File: src/rtl/sha256_pkg.sv
// sha256_pkg: shared widths, scheduler state encoding and rotate helper
package sha256_pkg;
  localparam int WORD_W = 32;
  localparam int BLOCK_WORDS = 16;
  localparam int ROUNDS = 64;
  typedef enum logic [1:0] {IDLE, LOAD, RUN, DONE} state_t;
  function automatic logic [WORD_W-1:0] rotr(input logic [WORD_W-1:0] x, input int n);
    return (x >> n) | (x << (WORD_W - n));
  endfunction
endpackage

File: src/rtl/sha256_small_sigma.sv
// sha256_small_sigma: combinational SHA-256 small sigma (SEL 0 = s0, 1 = s1)
module sha256_small_sigma
  import sha256_pkg::*;
#(
  parameter bit SEL = 1'b0
) (
  input  logic [WORD_W-1:0] x,
  output logic [WORD_W-1:0] y
);
  assign y = SEL ? (rotr(x, 17) ^ rotr(x, 19) ^ (x >> 10)) : (rotr(x, 7) ^ rotr(x, 18) ^ (x >> 3));
endmodule

File: src/rtl/sha256_message_scheduler.sv
// sha256_message_scheduler: loads a 16-word block and streams W[0..63] from a 16-entry ring
module sha256_message_scheduler
  import sha256_pkg::*;
(
  input  logic              clk,
  input  logic              rst,
  input  logic              start,
  input  logic [WORD_W-1:0] msg_word,
  input  logic              msg_word_valid,
  output logic              msg_word_ready,
  output logic [WORD_W-1:0] wt,
  output logic              wt_valid,
  input  logic              wt_ready,
  output logic [5:0]        round_idx,
  output logic              busy,
  output logic              done
);
  state_t state, state_n;
  logic [WORD_W-1:0] mem [BLOCK_WORDS];
  logic [3:0] cnt;
  logic [5:0] t;
  logic acc, xfer;
  logic [WORD_W-1:0] s0, s1;
  sha256_small_sigma #(.SEL(1'b0)) u_s0 (.x(mem[t[3:0] + 4'd1]), .y(s0));
  sha256_small_sigma #(.SEL(1'b1)) u_s1 (.x(mem[t[3:0] + 4'd14]), .y(s1));
  // Slot t&15 still holds W[t-16] until this round's word overwrites it
  assign wt = (t < 6'(BLOCK_WORDS)) ? mem[t[3:0]] : s1 + mem[t[3:0] + 4'd9] + s0 + mem[t[3:0]];
  assign round_idx = t;
  always_comb begin
    msg_word_ready = state == LOAD;
    wt_valid = state == RUN;
    busy = state == LOAD || state == RUN;
    done = state == DONE;
    acc = msg_word_ready & msg_word_valid;
    xfer = wt_valid & wt_ready;
    state_n = (state == IDLE && start) ? LOAD :
              (acc && cnt == 4'(BLOCK_WORDS - 1)) ? RUN :
              (xfer && t == 6'(ROUNDS - 1)) ? DONE :
              (state == DONE) ? IDLE : state;
  end
  always_ff @(posedge clk or posedge rst)
    if (rst) state <= IDLE;
    else state <= state_n;
  always_ff @(posedge clk or posedge rst)
    if (rst) begin
      for (int i = 0; i < BLOCK_WORDS; i++) mem[i] <= '0;
      cnt <= '0;
      t <= '0;
    end else begin
      if (state == IDLE && start) begin
        cnt <= '0;
        t <= '0;
      end
      if (acc) begin
        mem[cnt] <= msg_word;
        cnt <= cnt + 4'd1;
      end
      if (xfer) begin
        if (t >= 6'(BLOCK_WORDS)) mem[t[3:0]] <= wt;
        t <= t + 6'd1;
      end
    end
endmodule

File: config.mk
export PLATFORM = sky130hd
export DESIGN_NAME = sha256_message_scheduler
export DESIGN_NICKNAME = d
export VERILOG_FILES = /design/src/rtl/sha256_pkg.sv /design/src/rtl/sha256_small_sigma.sv /design/src/rtl/sha256_message_scheduler.sv
export SDC_FILE = /design/constraint.sdc
export NUM_CORES = 2
export LEC_CHECK = 0
export ABC_CLOCK_PERIOD_IN_PS = 32000
export CORE_UTILIZATION = 44
export DETAILED_ROUTE_END_ITERATION = 6
export PLACE_DENSITY = 0.57
export SYNTH_ARGS = -nofsm -noshare
export SYNTH_HDL_FRONTEND = slang
export SYNTH_SLANG_ARGS = --single-unit
File: constraint.sdc
create_clock -name clk -period 32 [get_ports clk]
set_clock_uncertainty 0.05 [all_clocks]
set_input_delay 6.4 -clock clk [delete_from_list [all_inputs] [get_ports clk]]
set_output_delay 6.4 -clock clk [all_outputs]
set_load 0.005 [all_outputs]
==> metrics.md <==
| Metric | Value |
|---|---|
| Status | completed |
| Post-Synth Adder-Cell Area | ~4.3% |
| CTS resizes | 0 |
| Initial antenna violation count | 2 |
| Cts bufs inserted | 66 |
| Site Rows | between 100 and 150 |
| Mapped cell area | 41600 um^2 |
| Die area | 95700 um^2 |
| Ys async rst share | 100% |
| DR WL met3 | 15100 um |
| Critical Path RT | 25.55 ns |
| Clock root buffer | clkbuf_16 |
| Final worst setup slack | about 15 ns |
| Sequential element share of the synthesized area | 31.6% |
| # DRC | 0 |
| Fin. max-slew vios | 0 |
| Vias | 32200 |
| Synth Register Bits | 524 |
| Final Hold Viols | 0 |
| Mapped Nets | 3783 |
| CTS tree | built |
| Hold buffers post-CTS | 0 |
| Fmax | 0.0602 GHz |
| Detailed-placement wirelength estimate | 95100 um |
| Worst Tran Pin Value | 1.34 ns |
| Main combinational cell family by area after synthesis | multiplexers |
| Area contributors post-synth | dfrtp_1 32%, mux4_2 27%, mux2i_1 6.9%, o21ai_0 3.5%, a211oi_1 3.3% |
| Largest net degree at the start of global routing | between 100 and 150 |
| Worst-Skew Late Latency | 0.64 ns |
| Slew Limit Headroom | 10.6% |
| Gr ovfl total | 0 |
| Setup violations, final | 0 |
| Worst path max stage delay | roughly 0.98 ns |
| CP max-delay cell | dfrtp_4 |
| Highest Signal Layer | met5 |
| Critical Path AT | 10.16 ns |
| Area delta synth->final | 9.43% |
| Post-Synth Simple-Gate Area | 7.90% |
| WL/cell | 32.1 um |
| Post-synth EDFFs | 0 |
| Vias per cell | 6.71 |
| Height of the chip | 309 um |
| Max-Cap Viols | 0 |
| Buffers on Ports | 78 |
| Core region area | just over 90000 um^2 |
| WL final | 154000 um |
| Die Wd | 309 um |
| Most common cell after layout, fill and taps aside | dfrtp_1 |
| Cell mode on critical path | inv_1 |
| CP startpoint kind | flop |
| Avg Cell Area, Syn | between 10 and 15 um^2 |
| Mapped Cells | approximately 3600 |
| Reg area | 13100 um^2 |
| TritonCTS Sinks | 524 |
| Post-DRT Antenna Nets | 0 |
| Min cycle time layout | 16.61 ns |
| First-pass GRT wire length | around 220000 um |
| Routed wl met2 | roughly 70000 um |
| Critical path class | reg -> out |
| Routability cong. | 0.959 |
| Synth Area in Compound Gates | between 10% and 20% |
| Final Core Density | 48.7% |
| Worst-path clk slew | 0.06 ns |
| Post-Synth XOR/XNOR Area | 3.28% |
| H-tree depth | 3 |
| Crit path max fanout | 54 |
| Number of DRC markers in iteration 0 | around 4000 |
| Vias in the first global route | 30900 |
| Part of the cycle the worst path needs | 51.9% |
| Fillers | 8430 |
| Commonest cells after routing, fill and taps aside | 520 x dfrtp_1, 492 x mux4_2, 357 x nand2_1, 288 x o21ai_0, 285 x mux2i_1 |
| Synthesis warning total | 0 |
| Leading area contributor after synthesis | dfrtp_1 |
| Initial Utilization | 44.5% |
| Post-synthesis mux area share | 36.4% |
| Top FF cell, synth | dfrtp_1 |
| GRT Resource Usage Total | 32.7% |
| Hold Path Class | reg -> reg |
| Clk buf depth | 3 |
| Worst slack at placement | 16.12 ns |
| Postcts setup bufs | 0 |
| R2r setup slk | 23.02 ns |
| Final net count | 3645 |
| Setup_tns | 0 ns |
| I/O pins | 79 |
| Endpoint class of the critical path | primary output |
| Share of layout cells above drive strength 1 | approximately a quarter |
| Multi-input gate area | ~27000 um^2 |
| M1 wire length | 62600 um |
| Netlist cell types | 75 |
| Yosys top cell area share | 31.6% |
| Pre-Repair DR Iteration Count | 6 |
| RSZ-0062 raised after global routing | no |
per-layer routing:
layer	GRT usage [%]	up-vias
met2	49.8	1869
met1	46.2	16600
met3	6.60	336
met4	11.9	2
met5	0	-
li1	-	13400
worst max-delay path: cells and delay by family, from the launching register on:
family / cells / cell delay [ns]
xor+xnor: 3 / 0.44
simple gates: 1 / 0.07
fa+ha+maj: 5 / 2.21
buf+inv: 7 / 1.98
mux: 3 / 1.64
compound gates: 6 / 2.05
flops: 1 / 0.98
path summary, 6_finish.rpt:
path | end | startpoint | depth (start not counted)
setup / recovery | wt[31] | round_idx[0]$_DFFE_PP0P_ | 25
hold / removal | mem[335]$_DFF_PP0_ | mem[335]$_DFF_PP0_ | 2
setup reg to reg | mem[313]$_DFF_PP0_ | round_idx[0]$_DFFE_PP0P_ | 24
hold reg to reg | mem[335]$_DFF_PP0_ | mem[335]$_DFF_PP0_ | 2
max in group asynchronous | mem[382]$_DFF_PP0_ | rst | 4
min in group asynchronous | mem[409]$_DFF_PP0_ | rst | 2
stage by stage:
step	hold WS [ns]	instance area (um^2)	instances
5_1_grt	0.566	45500	4804
3_3_place_gp	0.529	43300	4687
3_5_place_dp	0.539	43300	4687
2_1_floorplan	0.495	41600	3639
6_report	0.552	45500	4804
4_1_cts	0.550	45500	4803
cells in the mapped netlist (all sizes together) (6+ instances only):
| cell | count |
|---|---|
| a211oi | 185 |
| a21o | 8 |
| a21oi | 275 |
| and3 | 6 |
| buf | 156 |
| clkbuf | 206 |
| dfrtp | 524 |
| dlygate4sd1 | 17 |
| fa | 62 |
| ha | 45 |
| inv | 49 |
| mux2 | 77 |
| mux2i | 285 |
| mux4 | 504 |
| nand2 | 358 |
| nand3 | 12 |
| nor2 | 121 |
| nor2b | 183 |
| o21ai | 331 |
| o31ai | 7 |
| xnor2 | 121 |
| xor2 | 28 |
cell type report:
class                      count  area share [%]
clock inverter                19           0.523
inverter                      49           0.421
timing repair buffer         177            3.41
antenna                        1         0.00550
sequential                   524            28.9
multi-input combinational   2683            59.0
clock buffer                  97            4.29
tap                         1254            3.45
cell families after synthesis:
family	Yosys count
flip-flops	524
adder cells (fa/ha/maj)	107
XOR/XNOR	149
multiplexers	866
buffers and inverters	432
AO/OA/AOI/OAI	845
AND/OR/NAND/NOR	716
flip-flops by register name, summed over array words and instances, names as in the netlist:
signal and cells:
mem 512, round_idx 6, cnt 4, state 2
Power is left out: the tool's default activity adds up to more than one toggle a clock period on the data nets, which glitch-free logic cannot reach.
